[config.mk]
export PLATFORM = sky130hd
export DESIGN_NAME = island_packet_assembler
export DESIGN_NICKNAME = d
export VERILOG_FILES = /design/src/rtl/island_packet_assembler.sv
export SDC_FILE = /design/constraint.sdc
export NUM_CORES = 1
export LEC_CHECK = 0
export BUFFER_PORTS_ARGS = -buffer_cell sky130_fd_sc_hd__buf_4
export CORE_UTILIZATION = 49
export DETAILED_ROUTE_END_ITERATION = 16
export PLACE_DENSITY = 0.66
export SETUP_SLACK_MARGIN = 0.02
export SYNTH_ARGS = -nofsm -noshare
export SYNTH_HDL_FRONTEND = slang
export SYNTH_SLANG_ARGS = --single-unit
[constraint.sdc]
create_clock -name clk_pixel -period 15 [get_ports clk_pixel]
set_clock_uncertainty 0.05 [all_clocks]
set_input_delay 4.5 -clock clk_pixel [delete_from_list [all_inputs] [get_ports clk_pixel]]
set_output_delay 4.5 -clock clk_pixel [all_outputs]
set_load 0.1 [all_outputs]
[src/rtl/island_packet_assembler.sv]
// Buffered HDMI data-island packet assembler: queues whole packets, serialises them
// into 32-pixel slots with on-the-fly BCH parity, and fills empty slots with nulls.
module island_packet_assembler #(
  parameter int FIFO_DEPTH = 4,
  parameter bit NULL_FILL  = 1'b1
) (
  input  logic                          clk_pixel,
  input  logic                          reset,
  input  logic                          in_valid,
  output logic                          in_ready,
  input  logic [23:0]                   in_header,
  input  logic [223:0]                  in_sub,
  input  logic                          enable,
  output logic [8:0]                    packet_data,
  output logic                          packet_enable,
  output logic                          packet_null,
  output logic                          truncated,
  output logic [$clog2(FIFO_DEPTH):0]   fifo_level
);

  localparam int PTR_W = $clog2(FIFO_DEPTH);
  localparam logic [PTR_W:0]   FULL_LVL = FIFO_DEPTH[PTR_W:0];
  localparam logic [PTR_W:0]   LVL_ONE  = 1;
  localparam logic [PTR_W-1:0] PTR_ONE  = 1;

  logic [23:0]      hdr_mem [FIFO_DEPTH];
  logic [223:0]     sub_mem [FIFO_DEPTH];
  logic [PTR_W-1:0] wr_ptr;
  logic [PTR_W-1:0] rd_ptr;
  logic [PTR_W:0]   level;

  logic [4:0]       c;
  logic [23:0]      hdr_sh;
  logic [223:0]     sub_sh;
  logic             null_sh;
  logic             idle_sh;
  logic [7:0]       ecc_hdr;
  logic [7:0]       ecc_hdr_nxt;
  logic [3:0][7:0]  ecc_sub;
  logic [3:0][7:0]  ecc_sub_nxt;

  logic             q_empty;
  logic             push;
  logic             pop;
  logic             slot_start;
  logic [23:0]      cur_hdr;
  logic [223:0]     cur_sub;
  logic             cur_null;
  logic             cur_idle;
  logic [31:0]      hdr_blk;
  logic [63:0]      sub_blk;
  logic [7:0]       e_tmp;
  logic [8:0]       word_p0;

  function automatic logic [7:0] lfsr_step(input logic [7:0] e, input logic b);
    return (e[0] ^ b) ? ((e >> 1) ^ 8'h83) : (e >> 1);
  endfunction

  assign q_empty    = (level == '0);
  assign in_ready   = (level != FULL_LVL);
  assign push       = in_valid && in_ready;
  assign slot_start = enable && (c == 5'd0);
  assign pop        = slot_start && !q_empty;
  assign fifo_level = level;

  // At c==0 the head is read straight from the queue; later cycles use the shadow copy
  always_comb begin
    cur_hdr  = hdr_sh;
    cur_sub  = sub_sh;
    cur_null = null_sh;
    cur_idle = idle_sh;
    if (c == 5'd0) begin
      cur_null = q_empty && NULL_FILL;
      cur_idle = q_empty && !NULL_FILL;
      if (q_empty) begin
        cur_hdr = '0;
        cur_sub = '0;
      end else begin
        cur_hdr = hdr_mem[rd_ptr];
        cur_sub = sub_mem[rd_ptr];
      end
    end
  end

  // Stage p0: select payload or parity bits and advance the five BCH LFSRs
  always_comb begin
    hdr_blk     = {8'd0, cur_hdr};
    sub_blk     = '0;
    word_p0     = '0;
    ecc_sub_nxt = ecc_sub;
    e_tmp       = (c == 5'd0) ? 8'd0 : ecc_hdr;
    if (c < 5'd24) begin
      ecc_hdr_nxt = lfsr_step(e_tmp, hdr_blk[c]);
      word_p0[0]  = hdr_blk[c];
    end else begin
      ecc_hdr_nxt = ecc_hdr;
      word_p0[0]  = ecc_hdr[c[2:0]];
    end
    for (int k = 0; k < 4; k++) begin
      sub_blk = {8'd0, cur_sub[56*k +: 56]};
      e_tmp   = (c == 5'd0) ? 8'd0 : ecc_sub[k];
      if (c < 5'd28) begin
        e_tmp          = lfsr_step(e_tmp, sub_blk[{c, 1'b0}]);
        ecc_sub_nxt[k] = lfsr_step(e_tmp, sub_blk[{c, 1'b1}]);
        word_p0[1+k]   = sub_blk[{c, 1'b0}];
        word_p0[5+k]   = sub_blk[{c, 1'b1}];
      end else begin
        word_p0[1+k]   = ecc_sub[k][{c[1:0], 1'b0}];
        word_p0[5+k]   = ecc_sub[k][{c[1:0], 1'b1}];
      end
    end
  end

  always_ff @(posedge clk_pixel) begin
    if (push) begin
      hdr_mem[wr_ptr] <= in_header;
      sub_mem[wr_ptr] <= in_sub;
    end
    if (slot_start) begin
      hdr_sh <= cur_hdr;
      sub_sh <= cur_sub;
    end
  end

  // Stage p1: registered outputs, queue pointers and slot control
  always_ff @(posedge clk_pixel) begin
    if (reset) begin
      c             <= '0;
      level         <= '0;
      wr_ptr        <= '0;
      rd_ptr        <= '0;
      ecc_hdr       <= '0;
      ecc_sub       <= '0;
      null_sh       <= 1'b0;
      idle_sh       <= 1'b0;
      packet_data   <= '0;
      packet_enable <= 1'b0;
      packet_null   <= 1'b0;
      truncated     <= 1'b0;
    end else begin
      truncated <= !enable && (c != 5'd0);
      if (push) wr_ptr <= wr_ptr + PTR_ONE;
      if (pop)  rd_ptr <= rd_ptr + PTR_ONE;
      case ({push, pop})
        2'b10:   level <= level + LVL_ONE;
        2'b01:   level <= level - LVL_ONE;
        default: level <= level;
      endcase
      if (enable) begin
        c             <= c + 5'd1;
        ecc_hdr       <= ecc_hdr_nxt;
        ecc_sub       <= ecc_sub_nxt;
        null_sh       <= cur_null;
        idle_sh       <= cur_idle;
        packet_data   <= cur_idle ? 9'd0 : word_p0;
        packet_enable <= (c == 5'd0) && !cur_idle;
        packet_null   <= cur_null;
      end else begin
        c             <= '0;
        packet_data   <= '0;
        packet_enable <= 1'b0;
        packet_null   <= 1'b0;
      end
    end
  end

endmodule

Word level (Yosys, flattened, before mapping)
Memories as Yosys holds them, arrays and structs flattened. A register that Yosys moved wholly into a read port is not among the register bits.
Index checks and enable logic that the tools add are counted.
Storage, ports and cells
  flip-flop bits (word level): 314
  latch bits: 0
  bits in writable memories: 992
  ROM bits: 0
  input port bits: 252
  logic and storage cells: 142
  memories: 2
Memory list
  sub_mem: words 4, bits a word 224, rd ports 1, clocked after Yosys merged registers in 1, write ports 1, RTL line 27  | logic [223:0] sub_mem [FIFO_DEPTH];
  hdr_mem: words 4, bits a word 24, rd ports 1, clocked after Yosys merged registers in 1, write ports 1, RTL line 26  | logic [23:0] hdr_mem [FIFO_DEPTH];
Cells by class
  add/subtract/negate cells: 5
  $mul: 0
  divide/modulo/power cells: 0
  order comparisons: 8
  eq/ne operators: 3
  shift-type cells: 0
  multiplexer cells: 72
  bitwise gates (word level): 19
  reductions and logical operators: 16
Operators with widths (count)
  $mux 224: 2
  $mux 8: 14
  $mux 24: 2
  $bmux 1 s5: 9
  $mux 1: 31
  $not 2->3: 9
  $bmux 1 s2: 8
  $lt 6x7->1 const B: 2
  $lt 3x4->1 const B: 3
  $lt 5x5->1 const B: 2
  $xor 1x1->1: 9
  $mux 2: 4
  $lt 5x6->1 const B: 1
  $pmux 3 s2: 1
  $add 5x1->5 const B: 1
  $logic_and 1x1->1: 5
  $logic_not 5->1: 1
  $reduce_bool 5->1: 1
  $add 2x1->2 const B: 2
  $reduce_and 2->1: 2
  $add 3x1->3 const B: 1
  $bmux 1 s3: 1
  $logic_not 1->1: 3
  $logic_not 3->1: 1
  8 further kinds: 8

Logic depth before layout (Yosys ltp)
Gate-level depths: netlist (run 1).
  word-level depth: 9
  depth in mapped cells: 19
  gate-level depth less buffers: 11

Least setup slack after synthesis (run 1)
Ideal clock, no wire load.
  path kind: input port to flip-flop
  from: input in_valid
  to: memory hdr_mem[0][0] (enable)
  setup time: 0.643 ns
  arrival: 10.175 ns
  slack: 4.132 ns
  stages: 1
  cell sequence: and3_1
Between the ends
  cells in the longest elaborated chain, start to end: 3
Ends and longest elaborated chain
  start: declaration: RTL line 9  | input logic in_valid,
  $logic_and 1x1->1: RTL line 61  | assign push = in_valid && in_ready;
  $mux 1: RTL line 115  | if (push) begin
  $mux 1 (not written as such): RTL line 116  | hdr_mem[wr_ptr] <= in_header;
  end: declaration: RTL line 26
No other way between the ends.

Worst setup path in the final report (run 1)
  from: register level[0] (netlist: fifo_level[0])
  to: output in_ready
Between the ends
  cells in the longest elaborated chain, start to end: 1
Ends and longest elaborated chain
  start: declaration: RTL line 30  | logic [PTR_W:0] level;
  start signal: assignment: RTL line 145  | 2'b10: level <= level + LVL_ONE;
  start signal: assignment: RTL line 146  | 2'b01: level <= level - LVL_ONE;
  start signal: assignment: RTL line 147  | default: level <= level;
  $ne 3x3->1: RTL line 60  | assign in_ready = (level != FULL_LVL);
  end: declaration: RTL line 10  | output logic in_ready,
No other way between the ends.

==> results of run 1 <==
## how the worst min path moves through the flow
stage | endpoint | slack, ns | cells after the start
floorplan | packet_null | 0.39 | 2
detailed placement | ecc_sub[28] | 0.41 | 2
finish | ecc_sub[19] | 0.42 | 2
CTS | ecc_sub[28] | 0.42 | 2
global route | ecc_sub[5] | 0.44 | 2
global placement | ecc_sub[21] | 0.40 | 2
## stage by stage
step	utilization (%)	total power, mW
5_1_grt	56.9	10.4
6_report	57.0	10.1
3_3_place_gp	52.9	6.89
4_1_cts	56.9	10.1
2_1_floorplan	-	6.34
3_5_place_dp	52.9	6.95
## kinds of logic (layout without fill, tap and decap cells)
group,after synthesis,count (layout),share of synthesized area (%)
simple gates,329,329,2.91
buf+inv,198,575,1.76
flops,1308,1308,75.0
compound gates,433,433,6.76
fa+ha+maj,8,8,0.209
mux,294,294,12.7
other cells,0,11,0
xor+xnor,36,36,0.727
## layout by cell type, fill, tap and decap left out, drive strengths merged, types with 7 or more instances in the layout
cell	synthesis	final
ha	7	7
a211oi	11	11
o21ai	15	15
or3	9	9
a22oi	17	17
o22ai	30	30
nor2	59	59
a221oi	23	23
and2	25	25
inv	19	22
clkbuf	78	165
xnor2	20	20
diode	0	11
xor2	12	12
buf	99	314
dfxtp	68	68
edfxtp	1240	1240
bufinv	0	8
a31oi	8	8
nand3	52	52
a221o	15	15
a22o	216	216
nor3	8	8
mux4	286	286
clkinv	2	63
nand2	144	144
and3	9	9
a21oi	47	47
mux2	7	7
## area by class of cell
| class | count | area [um2] |
|---|---|---|
| antenna | 11 | 27.5 |
| clock buffer | 165 | 3600 |
| clock inverter | 75 | 608 |
| fill | 7618 | 44700 |
| inverter | 21 | 87.6 |
| multi-input combinational | 1100 | 12000 |
| sequential | 1308 | 38600 |
| tap | 1380 | 1730 |
| timing repair buffer | 314 | 2430 |
## layer usage
metal	up-vias	part of all wire, %	track usage [%]
li1	11500	-	-
met1	14100	40	31.5
met2	1164	50	37.3
met3	205	8.2	5.81
met4	20	2.3	8.09
met5	-	0.11	0
## worst max-delay path, delay by kind of cell (launching register included)
kind          cells  cell delay, ns
buf+inv           2            0.46
flops             1            0.43
simple gates      1            0.24
## flip-flops by register name, summed over array words and instances (netlist names), 3 cells and up, named ones only
name,count
hdr_mem,96
ecc_sub,32
sub_sh,224
packet_data,9
ecc_hdr,8
sub_mem,896
fifo_level,3
hdr_sh,24
c,5
## synthesized netlist by cell type, drive strengths merged (5+ instances only)
| master | instances |
|---|---|
| nand3 | 52 |
| mux2 | 7 |
| or3 | 9 |
| a22oi | 17 |
| buf | 99 |
| ha | 7 |
| nor3 | 8 |
| inv | 19 |
| and2 | 25 |
| xnor2 | 20 |
| a211oi | 11 |
| nor2 | 59 |
| a311oi | 6 |
| o211ai | 6 |
| xor2 | 12 |
| clkbuf | 78 |
| dfxtp | 68 |
| nor4 | 5 |
| nand2 | 144 |
| edfxtp | 1240 |
| a21oi | 47 |
| o22ai | 30 |
| a221o | 15 |
| and3 | 9 |
| a221oi | 23 |
| o21ai | 15 |
| a31oi | 8 |
| mux4 | 286 |
| a22o | 216 |
## where the power goes
| part | switching, mW | internal, mW | total (mW) | leakage, nW |
|---|---|---|---|---|
| logic | 1.24 | 0.908 | 2.15 | 5.34 |
| registers | 0.162 | 4.56 | 4.72 | 12.1 |
| clock network | 1.36 | 1.84 | 3.20 | 2.06 |
| total | 2.76 | 7.31 | 10.1 | 19.5 |
==> Implementation_results.wiki, run 1 <==
{| class="wikitable"
! Metric !! Value
|-
| Length in cells of the worst reg-to-reg path || 15
|-
| Max_cap viols || 0
|-
| Layout-stage area growth over the synthesis result || 14.8%
|-
| Starting utilization of the core area || 49.6%
|-
| Library cell with the largest summed area after synthesis || sky130_fd_sc_hd__edfxtp_1
|-
| Placement row count || 118
|-
| Mapped cell area || 0.0515 mm2
|-
| Cts hold-fix bufs || 0
|-
| Number of antenna violations at the first check in global routing || 22
|-
| Total half-perimeter wirelength after legalization and detailed placement || 74500 um
|-
| Reg2reg setup slack || 9.04 ns
|-
| Kind of capture point of the worst setup path || output pin
|-
| Post-route non-filler standard cell count || 4374
|-
| RSZ-0062 raised after global routing || no
|-
| DR WL/cell || 28.3 um
|-
| Longest individual stage delay on the worst path || 0.43 ns
|-
| Startpoint of the worst-slack reg-to-reg timing path || c[0]
|-
| Endpoint required time on the critical path || 10.45 ns
|-
| Cells after synthesis || 2606
|-
| Vias per inst || 6.17
|-
| Vias after detailed routing || 27.0k
|-
| Portion of the post-synthesis area used by sequential elements || 75.0%
|-
| Number of buffers added for setup after CTS || 0
|-
| Post-route clock period utilization || 42.8%
|-
| Die H || 326 um
|-
| Final WL || 124000 um
|-
| Count of final setup violators || 0
|-
| Die ar. || 0.106 mm2
|-
| # placed instances || 4123
|-
| Share of Yosys cell area claimed by the top area cell type || 72.3%
|-
| Number of enable flip-flop cells after synthesis || 1240
|-
| Most used DFF post-synth || sky130_fd_sc_hd__edfxtp_1
|-
| Maximum number of pins on one net before global-route repair || 145
|-
| Initial DRC count || 2841
|-
| Placeable core area || 0.104 mm2
|-
| Clock Path Buffers || 3
|-
| Synthesized netlist net count || 2866
|-
| First-pass GRT wire length || 183000 um
|-
| Antenna violation net count after detailed routing || 0
|-
| Crit Path Max Fanout || 6
|-
| Worst Path Class, Setup || flip-flop to output pin
|-
| Port Buffers || 267
|-
| Async set or reset register ratio after synthesis || 0%
|-
| Status || completed
|-
| Mean instance size in the synthesized netlist || 19.8 um2
|-
| Worst Setup EP || in_ready
|-
| Startpoint class of the critical path || flip-flop
|-
| Cell type of the slowest stage on the worst timing path || sky130_fd_sc_hd__dfxtp_1
|-
| Worst Path Arrival || 1.87 ns
|-
| Yosys warning count || 0
|-
| Most area-consuming cells after synthesis || sky130_fd_sc_hd__edfxtp_1 72%, sky130_fd_sc_hd__mux4_2 13%, sky130_fd_sc_hd__a22o_1 3.7%
|-
| First element of the critical path || fifo_level[0]
|-
| Layout cell share with drive strength beyond 1 || 27.3%
|-
| Highest ir drop seen on vdd || 0.145 mV
|-
| Flops & latches, synth || 1308
|-
| Worst Max-Slew Pin Slew || 1.23 ns
|-
| Resize count post-CTS || 0
|-
| CTS root buf || sky130_fd_sc_hd__clkbuf_16
|-
| Worst-path clk slew || 0.06 ns
|-
| Critical path, cell by cell || inv_1 > nand3_1 > buf_4
|-
| Final standard cell area without fillers || 0.0591 mm2
|-
| First-pass DRT Iterations || 6
|-
| GR Overflow Total || 0
|-
| Power per unit of standard cell area || 170 mW/mm2
|-
| Via count of the first global-routing pass || 27.7k
|-
| Number of pins with negative max-slew slack in the final report || 0
|-
| I/O pins || 268
|-
| P_leak || 19.5 nW
|-
| Min-Delay Path Class || flip-flop to flip-flop
|-
| Post-route DRC || 0
|-
| Final #Nets || 3141
|-
| Source of the worst hold timing path || ecc_sub[21]
|-
| Area of placed instances || 0.0549 mm2
|-
| Worst hold slack after final layout || 0.415 ns
|-
| Clock latency on the worst-skew pair || 0.74 ns
|-
| Smallest setup slack after layout || 8.58 ns
|-
| Clock period minus worst slack || 6.42 ns
|-
| Total clock sinks || 1308
|-
| Final Hold Viols || 0
|-
| Maximum achievable frequency || 0.156 GHz
|-
| TritonCTS clock tree || yes
|-
| Final setup TNS || 0 ns
|-
| H-tree depth || 4
|-
| Worst setup slack before clock tree synthesis || 8.03 ns
|-
| Overall fraction of global-route tracks in use || 23.4%
|-
| Worst-case headroom to the max-slew limit || 18.2%
|-
| Horizontal die dimension || 326 um
|-
| RePlAce Congestion || 0.811
|-
| Count of distinct cell types in the synthesized netlist || 69
|-
| Number of buffers created by CTS || 136
|-
| Worst reg2reg endpoint || ecc_sub[9]
|}
Note: power is estimated with default switching activity, not from simulation.
==> inputs of run 2 (changes only) <==
==> constraint.sdc (replaced) <==
create_clock -name clk_pixel -period 6.5 [get_ports clk_pixel]
set_clock_uncertainty 0.05 [all_clocks]
set_input_delay 1.95 -clock clk_pixel [delete_from_list [all_inputs] [get_ports clk_pixel]]
set_output_delay 1.95 -clock clk_pixel [all_outputs]
set_load 0.1 [all_outputs]
==> Implementation_results.wiki, run 2 (synthesis gave the netlist of run 1 again) <==
{| class="wikitable"
! Metric !! Value
|-
| Clock Path Buffers || 3
|-
| Power share of the sequential group || 46.7%
|-
| Reg with most FFs || sub_mem
|-
| Final setup TNS || 0 ns
|-
| I/O pins || 268
|-
| Endpoint required time on the critical path || 7.11 ns
|-
| Port Buffers || 267
|-
| RSZ-0062 raised after global routing || no
|-
| Worst-path clk slew || 0.06 ns
|-
| Initial DRC count || 2865
|-
| Most frequent cells in the layout || 1240 x sky130_fd_sc_hd__edfxtp_1, 318 x sky130_fd_sc_hd__buf_4, 286 x sky130_fd_sc_hd__mux4_2, 216 x sky130_fd_sc_hd__a22o_1, 144 x sky130_fd_sc_hd__nand2_1
|-
| Share of power burned in combinational logic || 21.8%
|-
| Die ar. || 0.106 mm2
|-
| Source of the worst hold timing path || ecc_sub[13]
|-
| CTS root buf || sky130_fd_sc_hd__clkbuf_16
|-
| Most frequent standard cell in the layout excluding fill and tap cells || sky130_fd_sc_hd__edfxtp_1
|-
| Startpoint of the worst-slack reg-to-reg timing path || c[0]
|-
| Post-route DRC || 0
|-
| DR WL/cell || 28.0 um
|-
| Layout cell share with drive strength beyond 1 || 27.8%
|-
| Overall fraction of global-route tracks in use || 23.4%
|-
| Placement row count || 118
|-
| Highest ir drop seen on vdd || 0.332 mV
|-
| RePlAce Congestion || 0.840
|-
| Crit Path Max Fanout || 49
|-
| Layout-stage area growth over the synthesis result || 15.2%
|-
| Final Hold Viols || 0
|-
| Maximum achievable frequency || 0.208 GHz
|-
| Routed met2 length || 60300 um
|-
| Via count of the first global-routing pass || 27.7k
|-
| Post-route clock period utilization || 74.1%
|-
| Total clock sinks || 1308
|-
| Fraction of power spent switching nets || 27.5%
|-
| Largest register FFs || 896
|-
| Post-layout utilization of the core || 57.1%
|-
| Number of buffers created by CTS || 136
|-
| Kind of capture point of the worst setup path || flip-flop
|-
| First-pass DRT Iterations || 6
|-
| Power per unit of standard cell area || 393 mW/mm2
|-
| Worst Path Arrival || 5.42 ns
|-
| Worst Path Class, Setup || flip-flop to flip-flop
|-
| Number of antenna violations at the first check in global routing || 20
|-
| Worst-case headroom to the max-slew limit || 18.0%
|-
| First element of the critical path || c[0]
|-
| Max_cap viols || 0
|-
| Vias after detailed routing || 27.2k
|-
| Number of buffers added for setup after CTS || 0
|-
| Startpoint class of the critical path || flip-flop
|-
| Antenna violation net count after detailed routing || 0
|-
| GR Overflow Total || 0
|-
| Starting utilization of the core area || 49.6%
|-
| Count of final setup violators || 0
|-
| Routed wire length on met3 || 10600 um
|-
| Maximum number of pins on one net before global-route repair || 201
|-
| Regs by FF count || sub_mem (896), sub_sh (224), hdr_mem (96)
|-
| Resize count post-CTS || 0
|-
| Clock period minus worst slack || 4.82 ns
|-
| Die H || 326 um
|-
| Horizontal die dimension || 326 um
|-
| Total half-perimeter wirelength after legalization and detailed placement || 77600 um
|-
| Clock latency on the worst-skew pair || 0.73 ns
|-
| Proportion of power drawn by the clock network || 31.5%
|-
| Min-Delay Path Class || flip-flop to flip-flop
|-
| Worst Max-Slew Pin Slew || 1.23 ns
|-
| Final #Nets || 3159
|-
| Status || completed
|-
| Uppermost routed layer || met5
|-
| TritonCTS clock tree || yes
|-
| Vias per inst || 6.19
|-
| Placeable core area || 0.104 mm2
|-
| Overall power after layout || 23.3 mW
|-
| First-pass GRT wire length || 184000 um
|-
| Cell Int Power || 16.9 mW
|-
| Final WL || 123000 um
|-
| Number of pins with negative max-slew slack in the final report || 0
|-
| H-tree depth || 4
|-
| Net load switching power || 6.40 mW
|-
| Cts hold-fix bufs || 0
|-
| Routed metal-1 wirelength || 49300 um
|-
| P_leak || 19.6 nW
|}
## run 2: cell count changes in the layout (fill, tap and decap cells not counted), sizes merged
cell,change
bufinv,-3
inv,+3
clkinvlp,-1
buf,+18
diode,-8
clkinv,-7
clkbuf,+11
## run 2: worst max-delay path, cell delays in order, from the launching register on
cell	delay [ns]
sky130_fd_sc_hd__dfxtp_4	0.48
sky130_fd_sc_hd__clkinv_1	0.11
sky130_fd_sc_hd__ha_1	0.16
sky130_fd_sc_hd__or4b_4	0.71
sky130_fd_sc_hd__nor2_4	0.81
sky130_fd_sc_hd__buf_4	0.62
sky130_fd_sc_hd__a221o_1	0.24
sky130_fd_sc_hd__o211ai_1	0.19
sky130_fd_sc_hd__a311o_1	0.40
sky130_fd_sc_hd__a32o_1	0.28
sky130_fd_sc_hd__xnor2_1	0.27
sky130_fd_sc_hd__xor3_1	0.26
sky130_fd_sc_hd__a21oi_1	0.15
## run 2: path summary, 6_finish.rpt
check,cells after the start,slack (ns),to
max reg2reg,12,1.68,ecc_sub[17]
min,2,0.42,ecc_sub[13]
max,12,1.68,ecc_sub[17]
min reg2reg,2,0.42,ecc_sub[13]
## run 2: routing by layer
layer  vias up  global-route usage, %
li1      11500                      -
met1     14200                   32.5
met2      1219                   37.3
met3       199                   5.50
met4        32                   6.40
met5         -                      0
## run 2: cell type report
| type | count | area (um2) |
|---|---|---|
| inverters | 21 | 83.8 |
| clock inverters | 67 | 490 |
| diodes | 3 | 7.51 |
| flip-flops and latches | 1308 | 38600 |
| fillers | 7678 | 44500 |
| multi-input cells | 1100 | 12000 |
| clock buffers | 176 | 3690 |
| well taps | 1380 | 1730 |
| repair buffers | 332 | 2670 |
## run 2: power groups by stage
stage	Combinational [mW]	Sequential, mW	Clock (mW)
floorplan	3.47	11.1	0
global placement	5.00	11.0	0
detailed placement	5.12	11.0	0
CTS	5.14	10.9	7.45
global route	5.44	10.9	7.76
finish	5.09	10.9	7.33
## run 2: through the flow
stage / hold WS (ns) / area (um2) / instances / setup slack, ns
6_report: 0.419 / 59300 / 4387 / 1.68
5_1_grt: 0.439 / 59300 / 4387 / 1.33
4_1_cts: 0.422 / 59300 / 4384 / 1.64
3_5_place_dp: 0.409 / 55100 / 4141 / 1.67
3_3_place_gp: 0.399 / 55100 / 4141 / 1.72
2_1_floorplan: 0.387 / 51500 / 2606 / 0.0283
